===== src/rtl/mem_byte_ctrl.sv =====
// -----------------------------------------------------------------------------
// mem_byte_ctrl
//
// CPU-side memory controller sitting between the core's load/store/fetch logic
// and the byte-wide system memory bus. A single 1/2/4-byte request becomes a
// run of consecutive little-endian byte accesses. Reads are pipelined against
// the one-cycle synchronous RAM latency (a new address goes out every cycle
// while the previous one's data comes back). Load results are assembled and
// optionally sign-extended.
//
// Ports
//   clk_in      clock, all state updates on the rising edge
//   rst_in      synchronous active-high reset
//   rdy_in      bus ready; 0 means the system is paused and HCI owns the bus
//   req_valid   request present
//   req_ready   controller idle; a request is accepted when valid && ready
//   req_wr      1 = store, 0 = load
//   req_size    00 byte, 01 half, 10/11 word
//   req_sext    loads: sign-extend (1) or zero-extend (0)
//   req_addr    start byte address, any alignment
//   req_wdata   store data, byte i = req_wdata[8i+7:8i]
//   resp_valid  completion pulse
//   resp_rdata  load result (0 for stores), valid with resp_valid
//   mem_a       bus byte address (registered)
//   mem_dout    bus write data (registered)
//   mem_wr      bus write strobe (registered)
//   mem_din     bus read data, valid one cycle after mem_a is presented
// -----------------------------------------------------------------------------
module mem_byte_ctrl #(
    parameter int unsigned ADDR_WIDTH = 32
) (
    input  logic                  clk_in,
    input  logic                  rst_in,
    input  logic                  rdy_in,
    input  logic                  req_valid,
    output logic                  req_ready,
    input  logic                  req_wr,
    input  logic [1:0]            req_size,
    input  logic                  req_sext,
    input  logic [ADDR_WIDTH-1:0] req_addr,
    input  logic [31:0]           req_wdata,
    output logic                  resp_valid,
    output logic [31:0]           resp_rdata,
    output logic [ADDR_WIDTH-1:0] mem_a,
    output logic [7:0]            mem_dout,
    output logic                  mem_wr,
    input  logic [7:0]            mem_din
);

    typedef enum logic [1:0] {
        StIdle,
        StRead,
        StWrite,
        StDone
    } state_e;

    state_e                state_q;
    logic [ADDR_WIDTH-1:0] addr_q;
    logic [31:0]           wdata_q;
    logic [2:0]            len_q;
    logic                  sext_q;
    // issue_q: next byte index to put on the bus.
    // cap_q:   bytes completed (captured for reads, committed for writes).
    logic [2:0]            issue_q;
    logic [2:0]            cap_q;
    // Two-stage read pipeline tracking: addr_live_q marks that mem_a in the
    // current cycle is a genuine issue; data_live_q marks that mem_din in the
    // current cycle answers such an issue.
    logic                  addr_live_q;
    logic                  data_live_q;
    // Set by a paused edge; the next ready edge restarts issue at cap_q.
    logic                  paused_q;
    logic [31:0]           rbuf_q;

    logic [2:0]            req_len;
    logic [2:0]            next_idx;
    logic [2:0]            cap_inc;
    logic [ADDR_WIDTH-1:0] next_addr;
    logic [7:0]            next_byte;
    logic [31:0]           merged;
    logic [31:0]           ext_rdata;

    assign req_ready = (state_q == StIdle) && rdy_in && !rst_in;

    always_comb begin
        case (req_size)
            2'b00:   req_len = 3'd1;
            2'b01:   req_len = 3'd2;
            default: req_len = 3'd4;
        endcase
    end

    // After a pause, everything not yet completed is re-issued from cap_q.
    assign next_idx  = paused_q ? cap_q : issue_q;
    assign cap_inc   = cap_q + 3'd1;
    assign next_addr = addr_q + {{(ADDR_WIDTH-3){1'b0}}, next_idx};
    assign next_byte = wdata_q[{next_idx[1:0], 3'b000} +: 8];

    // Read buffer with the byte arriving this cycle merged in, so the final
    // capture and the response can be produced on the same edge.
    always_comb begin
        merged = rbuf_q;
        merged[{cap_q[1:0], 3'b000} +: 8] = mem_din;
    end

    always_comb begin
        case (len_q)
            3'd1:    ext_rdata = {{24{sext_q & merged[7]}}, merged[7:0]};
            3'd2:    ext_rdata = {{16{sext_q & merged[15]}}, merged[15:0]};
            default: ext_rdata = merged;
        endcase
    end

    always_ff @(posedge clk_in) begin
        if (rst_in) begin
            state_q     <= StIdle;
            addr_q      <= '0;
            wdata_q     <= '0;
            len_q       <= '0;
            sext_q      <= 1'b0;
            issue_q     <= '0;
            cap_q       <= '0;
            addr_live_q <= 1'b0;
            data_live_q <= 1'b0;
            paused_q    <= 1'b0;
            rbuf_q      <= '0;
            mem_a       <= '0;
            mem_dout    <= '0;
            mem_wr      <= 1'b0;
            resp_valid  <= 1'b0;
            resp_rdata  <= '0;
        end else if (!rdy_in) begin
            // Bus owned elsewhere: freeze everything, never drive a write.
            mem_wr   <= 1'b0;
            paused_q <= 1'b1;
        end else begin
            paused_q <= 1'b0;
            unique case (state_q)
                StIdle: begin
                    mem_wr     <= 1'b0;
                    resp_valid <= 1'b0;
                    // req_ready is implied here (idle, ready, not in reset).
                    if (req_valid) begin
                        addr_q      <= req_addr;
                        wdata_q     <= req_wdata;
                        len_q       <= req_len;
                        sext_q      <= req_sext;
                        mem_a       <= req_addr;
                        issue_q     <= 3'd1;
                        cap_q       <= 3'd0;
                        rbuf_q      <= '0;
                        data_live_q <= 1'b0;
                        if (req_wr) begin
                            mem_dout    <= req_wdata[7:0];
                            mem_wr      <= 1'b1;
                            addr_live_q <= 1'b0;
                            state_q     <= StWrite;
                        end else begin
                            addr_live_q <= 1'b1;
                            state_q     <= StRead;
                        end
                    end
                end

                StRead: begin
                    if (paused_q) begin
                        // Anything in flight across the pause is untrusted.
                        mem_a       <= next_addr;
                        issue_q     <= cap_inc;
                        addr_live_q <= 1'b1;
                        data_live_q <= 1'b0;
                    end else begin
                        data_live_q <= addr_live_q;
                        if (data_live_q) begin
                            rbuf_q <= merged;
                            cap_q  <= cap_inc;
                            if (cap_inc == len_q) begin
                                state_q    <= StDone;
                                resp_valid <= 1'b1;
                                resp_rdata <= ext_rdata;
                            end
                        end
                        if (issue_q < len_q) begin
                            mem_a       <= next_addr;
                            issue_q     <= issue_q + 3'd1;
                            addr_live_q <= 1'b1;
                        end else begin
                            addr_live_q <= 1'b0;
                        end
                    end
                end

                StWrite: begin
                    if (paused_q) begin
                        // The strobe that overlapped the pause may have been
                        // lost; rewrite from the oldest uncommitted byte.
                        mem_a    <= next_addr;
                        mem_dout <= next_byte;
                        mem_wr   <= 1'b1;
                        issue_q  <= cap_inc;
                    end else begin
                        // The strobe presented this cycle met a ready bus.
                        cap_q <= cap_inc;
                        if (cap_inc == len_q) begin
                            mem_wr     <= 1'b0;
                            state_q    <= StDone;
                            resp_valid <= 1'b1;
                            resp_rdata <= '0;
                        end else begin
                            mem_a    <= next_addr;
                            mem_dout <= next_byte;
                            mem_wr   <= 1'b1;
                            issue_q  <= issue_q + 3'd1;
                        end
                    end
                end

                StDone: begin
                    mem_wr     <= 1'b0;
                    resp_valid <= 1'b0;
                    state_q    <= StIdle;
                end

                default: state_q <= StIdle;
            endcase
        end
    end

endmodule

===== config.mk =====
export PLATFORM = sky130hd
export DESIGN_NAME = mem_byte_ctrl
export DESIGN_NICKNAME = d
export VERILOG_FILES = /design/src/rtl/mem_byte_ctrl.sv
export SDC_FILE = /design/constraint.sdc
export NUM_CORES = 1
export LEC_CHECK = 0
export CAP_MARGIN = 30
export CORE_ASPECT_RATIO = 2
export CORE_UTILIZATION = 55
export CTS_CLUSTER_DIAMETER = 150
export DETAILED_ROUTE_END_ITERATION = 8
export GPL_TIMING_DRIVEN = 0
export PLACE_DENSITY_LB_ADDON = 0.12
export SLEW_MARGIN = 0
export SYNTH_ARGS = -nofsm -noshare
export SYNTH_HDL_FRONTEND = slang
export SYNTH_SLANG_ARGS = --single-unit
export TNS_END_PERCENT = 20

===== constraint.sdc =====
create_clock -name clk_in -period 8.63 [get_ports clk_in]
set_clock_uncertainty 0.15 [all_clocks]
set_input_delay 2.1575 -clock clk_in [delete_from_list [all_inputs] [get_ports clk_in]]
set_output_delay 2.1575 -clock clk_in [all_outputs]
set_load 0.005 [all_outputs]

* Yosys cells after proc, flatten, opt, wreduce, memory -nomap -nowiden
Index checks and enable logic that the tools add are counted.
Word-level totals: output and inout bits 75, input bits 80, register bits after elaboration 185, logic and storage cells 126
Operators by class: bitwise operators 3, order comparisons 1, reduce and logical (&&, ||, !) cells 21, mux-type cells 62, $add $sub $neg 4, equality and inequality tests 16, shift operators 3
Operator list (count):
- $mux 32 | 13
- $pmux 32 s2 | 3
- $pmux 32 s3 | 1
- $add 32x3->32 | 1
- $bwmux 32 | 1
- $mux 8 | 4
- $shift 8x7->32 const A | 1
- $shiftx 32x6->8 | 1
- $shiftx 8x7->32 | 1
- $mux 3 | 10
- $reduce_and 5->1 | 4
- $pmux 3 s3 | 2
- $pmux 8 s2 | 1
- $mux 1 | 15
- $ne 2x2->1 const B | 7
- $mux 2 | 6
- $pmux 2 s4 | 1
- $neg 5->7 | 1
- $reduce_and 7->1 | 1
- $add 3x1->3 const B | 2
- $ne 3x3->1 const B | 2
- $pmux 1 s3 | 2
- $pmux 3 s2 | 1
- $reduce_and 3->1 | 2
- 17 further kinds | 27

* Longest topological paths before layout
depth after elaboration 9, mapped depth 11, mapped depth without buffers 9

* Worst setup path after synthesis
Ideal clock, no wire load.
kind input-to-output, start input port rdy_in, end output port req_ready, setup slack 3411 ps, arrival time 2912 ps, cell stages on the path 4, required time 6323 ps, buffers on the path 2, cells stage by stage clkbuf_1 > clkbuf_1 > inv_1 > nor3_1
On the way: cells in the longest elaborated chain, start to end 2
Ends and longest elaborated chain:
- start: declaration | line 34 | input logic rdy_in,
- $logic_and 1x1->1 (2 in series) | line 83 | assign req_ready = (state_q == StIdle) && rdy_in && !rst_in;
- end: declaration | line 36 | output logic req_ready,
No other way between the ends.

* Final worst setup path
start input port rst_in, end output port req_ready
On the way: cells in the longest elaborated chain, start to end 2
Ends and longest elaborated chain:
- start: declaration | line 33 | input logic rst_in,
- $logic_not 1->1 | line 83
- $logic_and 1x1->1 | line 83
No other way between the ends.

==> reports/results.ini <==
[pwr]
p_leak_uw = 0.00408
power_density_nw_per_um2 = 211
peakVddDrop_mv = 0.144

[run]
drv_cap = 0

[timing]
worst_pin_slew_ns = 1.13
slew_headroom_pct = 24.7
setup_tns_ns = 0
hold_viol = 0
post-route-min-period_ns = 6.50
report.final.slew_viol_count = 0
setup_violations = 0
fmax_ghz = 0.154
finalCritPeriodShare_pct = 75.3
rsz0062_at_grt = false

[finish]
fin_area_um2 = 11500
instances_no_fill = 1499
nNetsFinal = 1380
drive_gt1_share_pct = 5.79
fillers = 1373
syn2layout_area_growth_pct = 25.9
n_antenna_cell = 0
mostFrequentLayoutCells = 185 x nand2_1, 185 x dfxtp_1, 153 x clkdlybuf4s50_1

[cts]
root_buffer = clkbuf_16
h-tree-depth = 4
numCtsBuffers = 17
clockBufferDepth = 2
cts_sinks = 185
postCtsSetupBuffers = 0
hold_buffers = 0
insertion_delay_ns = 0.44
clk_pin_slew_ns = 0.08
post_cts_resized = 0
cts_tree = built

[die]
die_w_um = 93.2
row_count = 66
start_util_pct = 56.2
core_um2 = 16300
io_pins = 155
dieArea_um2 = 17200
die_h_um = 184

[grt]
grt_pass1_wl_um = 47500
antenna_found_initial = 0
grt_usage_pct = 36.6
grt_pass1_vias = 9405
grt_max_degree = 19
grt_overflow = 0

[detailed_routing]
firstDrtPassIters = 6
drt_iter0_drc = 687
drtAntennaViolNets = 0
drc_errors = 0
avgRoutedWirePerCell_um = 20.7
routed_wl_um = 31000
vias = 9449
vias_per_cell = 6.30

[synth]
syn_avg_cell_area_um2 = 8.24
ys_async_sr_fraction_pct = 0
yosys.area_share.simple_pct = 20.9
seq_area_frac_synth_pct = 40.5
muxShareOfSynthArea_pct = 4.73
synth_fp_nets = 1208
synth-edff-count = 0
ys_ff_latch = 185
netlist_area_um2 = 9150
synth_top_family_by_area = compound AO/OA/AOI/OAI gates
syn-instance-count = 1110
ys.flop_type = dfxtp_1
ys_types = 80
synth_xor_area_share_pct = 1.98
synth_fa_ha_area_share_pct = 2.54
synth-compound-area-share_pct = 23.6
yosysWarnings = 0

[setup_path]
required_ns = 6.32
start_kind = input pin
arrival_ns = 4.19
crit_path_end_kind = output port
path_class = input pin to output port
crit_fanout = 10

[outcome]
outcome = completed

[placement]
hpwl_um = 23100
placed_cell_area_um2 = 10900
numPortBuffers = 153
place.gp.congestion = 0.952
placed_cells = 1467

[hold_path]
worst_hold_path_type = flop to flop

## report_power, final
part           total (uW)  switching [uW]  internal (uW)  leakage (uW)
sequential            970            50.4            920       0.00150
clock                 779             369            410      0.000287
combinational         679             411            268       0.00229
total                2430             831           1600       0.00408
## final cells by class
| cell class | instances | area, um2 | share of cell area (%) |
|---|---|---|---|
| Timing Repair Buffer | 153 | 1530 | 13.3 |
| Clock buffer | 17 | 425 | 3.69 |
| Multi-Input combinational cell | 806 | 4920 | 42.7 |
| Inverter | 30 | 113 | 0.978 |
| Sequential cell | 185 | 3700 | 32.2 |
| Buffer | 89 | 417 | 3.62 |
| Tap cell | 204 | 255 | 2.22 |
| Clock inverter | 15 | 154 | 1.34 |
## path summary, 6_finish.rpt
check,cells past startpoint,startpoint,to,slack (ns)
worst max-delay path,5,rst_in,req_ready,2.13
worst min-delay path,2,rbuf_q[7],rbuf_q[7],0.30
worst max register to register,9,paused_q,mem_a[27],4.87
worst min register to register,2,rbuf_q[7],rbuf_q[7],0.30
## per-layer routing
metal | track usage, % | wire length, um | vias up
met5 | 0 | 0 | -
met4 | 29.8 | 2590 | 0
met3 | 7.26 | 2050 | 168
met2 | 67.4 | 16400 | 496
met1 | 33.8 | 9980 | 4429
li1 | - | - | 4356
## cells by family (layout without fill, tap and decap cells)
family,Yosys count,in the layout
XOR/XNOR,19,19
AO/OA/AOI/OAI,329,329
AND/OR/NAND/NOR,398,398
adder cells (fa/ha/maj),18,18
multiplexers,42,42
buffers and inverters,119,304
flip-flops,185,185
## cell usage after synthesis (10+ instances only)
cell type  count  share of area, %
inv_1         29               1.2
a2bb2oi_1     22               2.1
a21oi_1      128               7.0
o2111ai_1     11               1.1
nor2b_1       12              0.82
and3_1        10              0.68
dfxtp_1      185                40
nand2b_1      11              0.75
ha_1          17               2.3
nand3_1       38               2.1
nand4_1       11              0.75
or3_1         14              0.96
nand2_1      185               7.6
o32ai_1       11               1.1
buf_2         10              0.55
nor3_1        19               1.0
a211oi_1      16               1.3
o22ai_1       15               1.0
a22oi_1       45               3.7
mux2i_1       36               3.9
clkbuf_1      62               2.5
o21ai_0       30               1.6
nor2_1        55               2.3
xnor2_1       10              0.96
## through the flow
stage / setup slack (ns) / hold WS (ns) / util (%) / power (uW)
2_1_floorplan: 3.41 / 0.277 / - / 1370
6_report: 2.13 / 0.300 / 70.8 / 2430
5_1_grt: 2.09 / 0.320 / 70.8 / 2520
3_5_place_dp: 2.18 / 0.290 / 67.2 / 1650
4_1_cts: 2.16 / 0.301 / 70.8 / 2420
3_3_place_gp: 2.19 / 0.285 / 67.2 / 1630
## worst max-delay path: stages
cell and delay [ns]:
clkdlybuf4s50_1 0.52, clkbuf_1 0.39, clkbuf_1 0.48, nor3_1 0.15, clkdlybuf4s50_1 0.48
## state kept, by name, indices dropped and copies added, names as in the netlist
register,count
cap_q,3
paused_q,1
addr_live_q,1
state_q,2
len_q,3
addr_q,32
rbuf_q,32
sext_q,1
data_live_q,1
mem_dout,8
mem_a,32
wdata_q,32
resp_rdata,32
issue_q,3
resp_valid,1
mem_wr,1
Power figures use the tool's default switching activity.
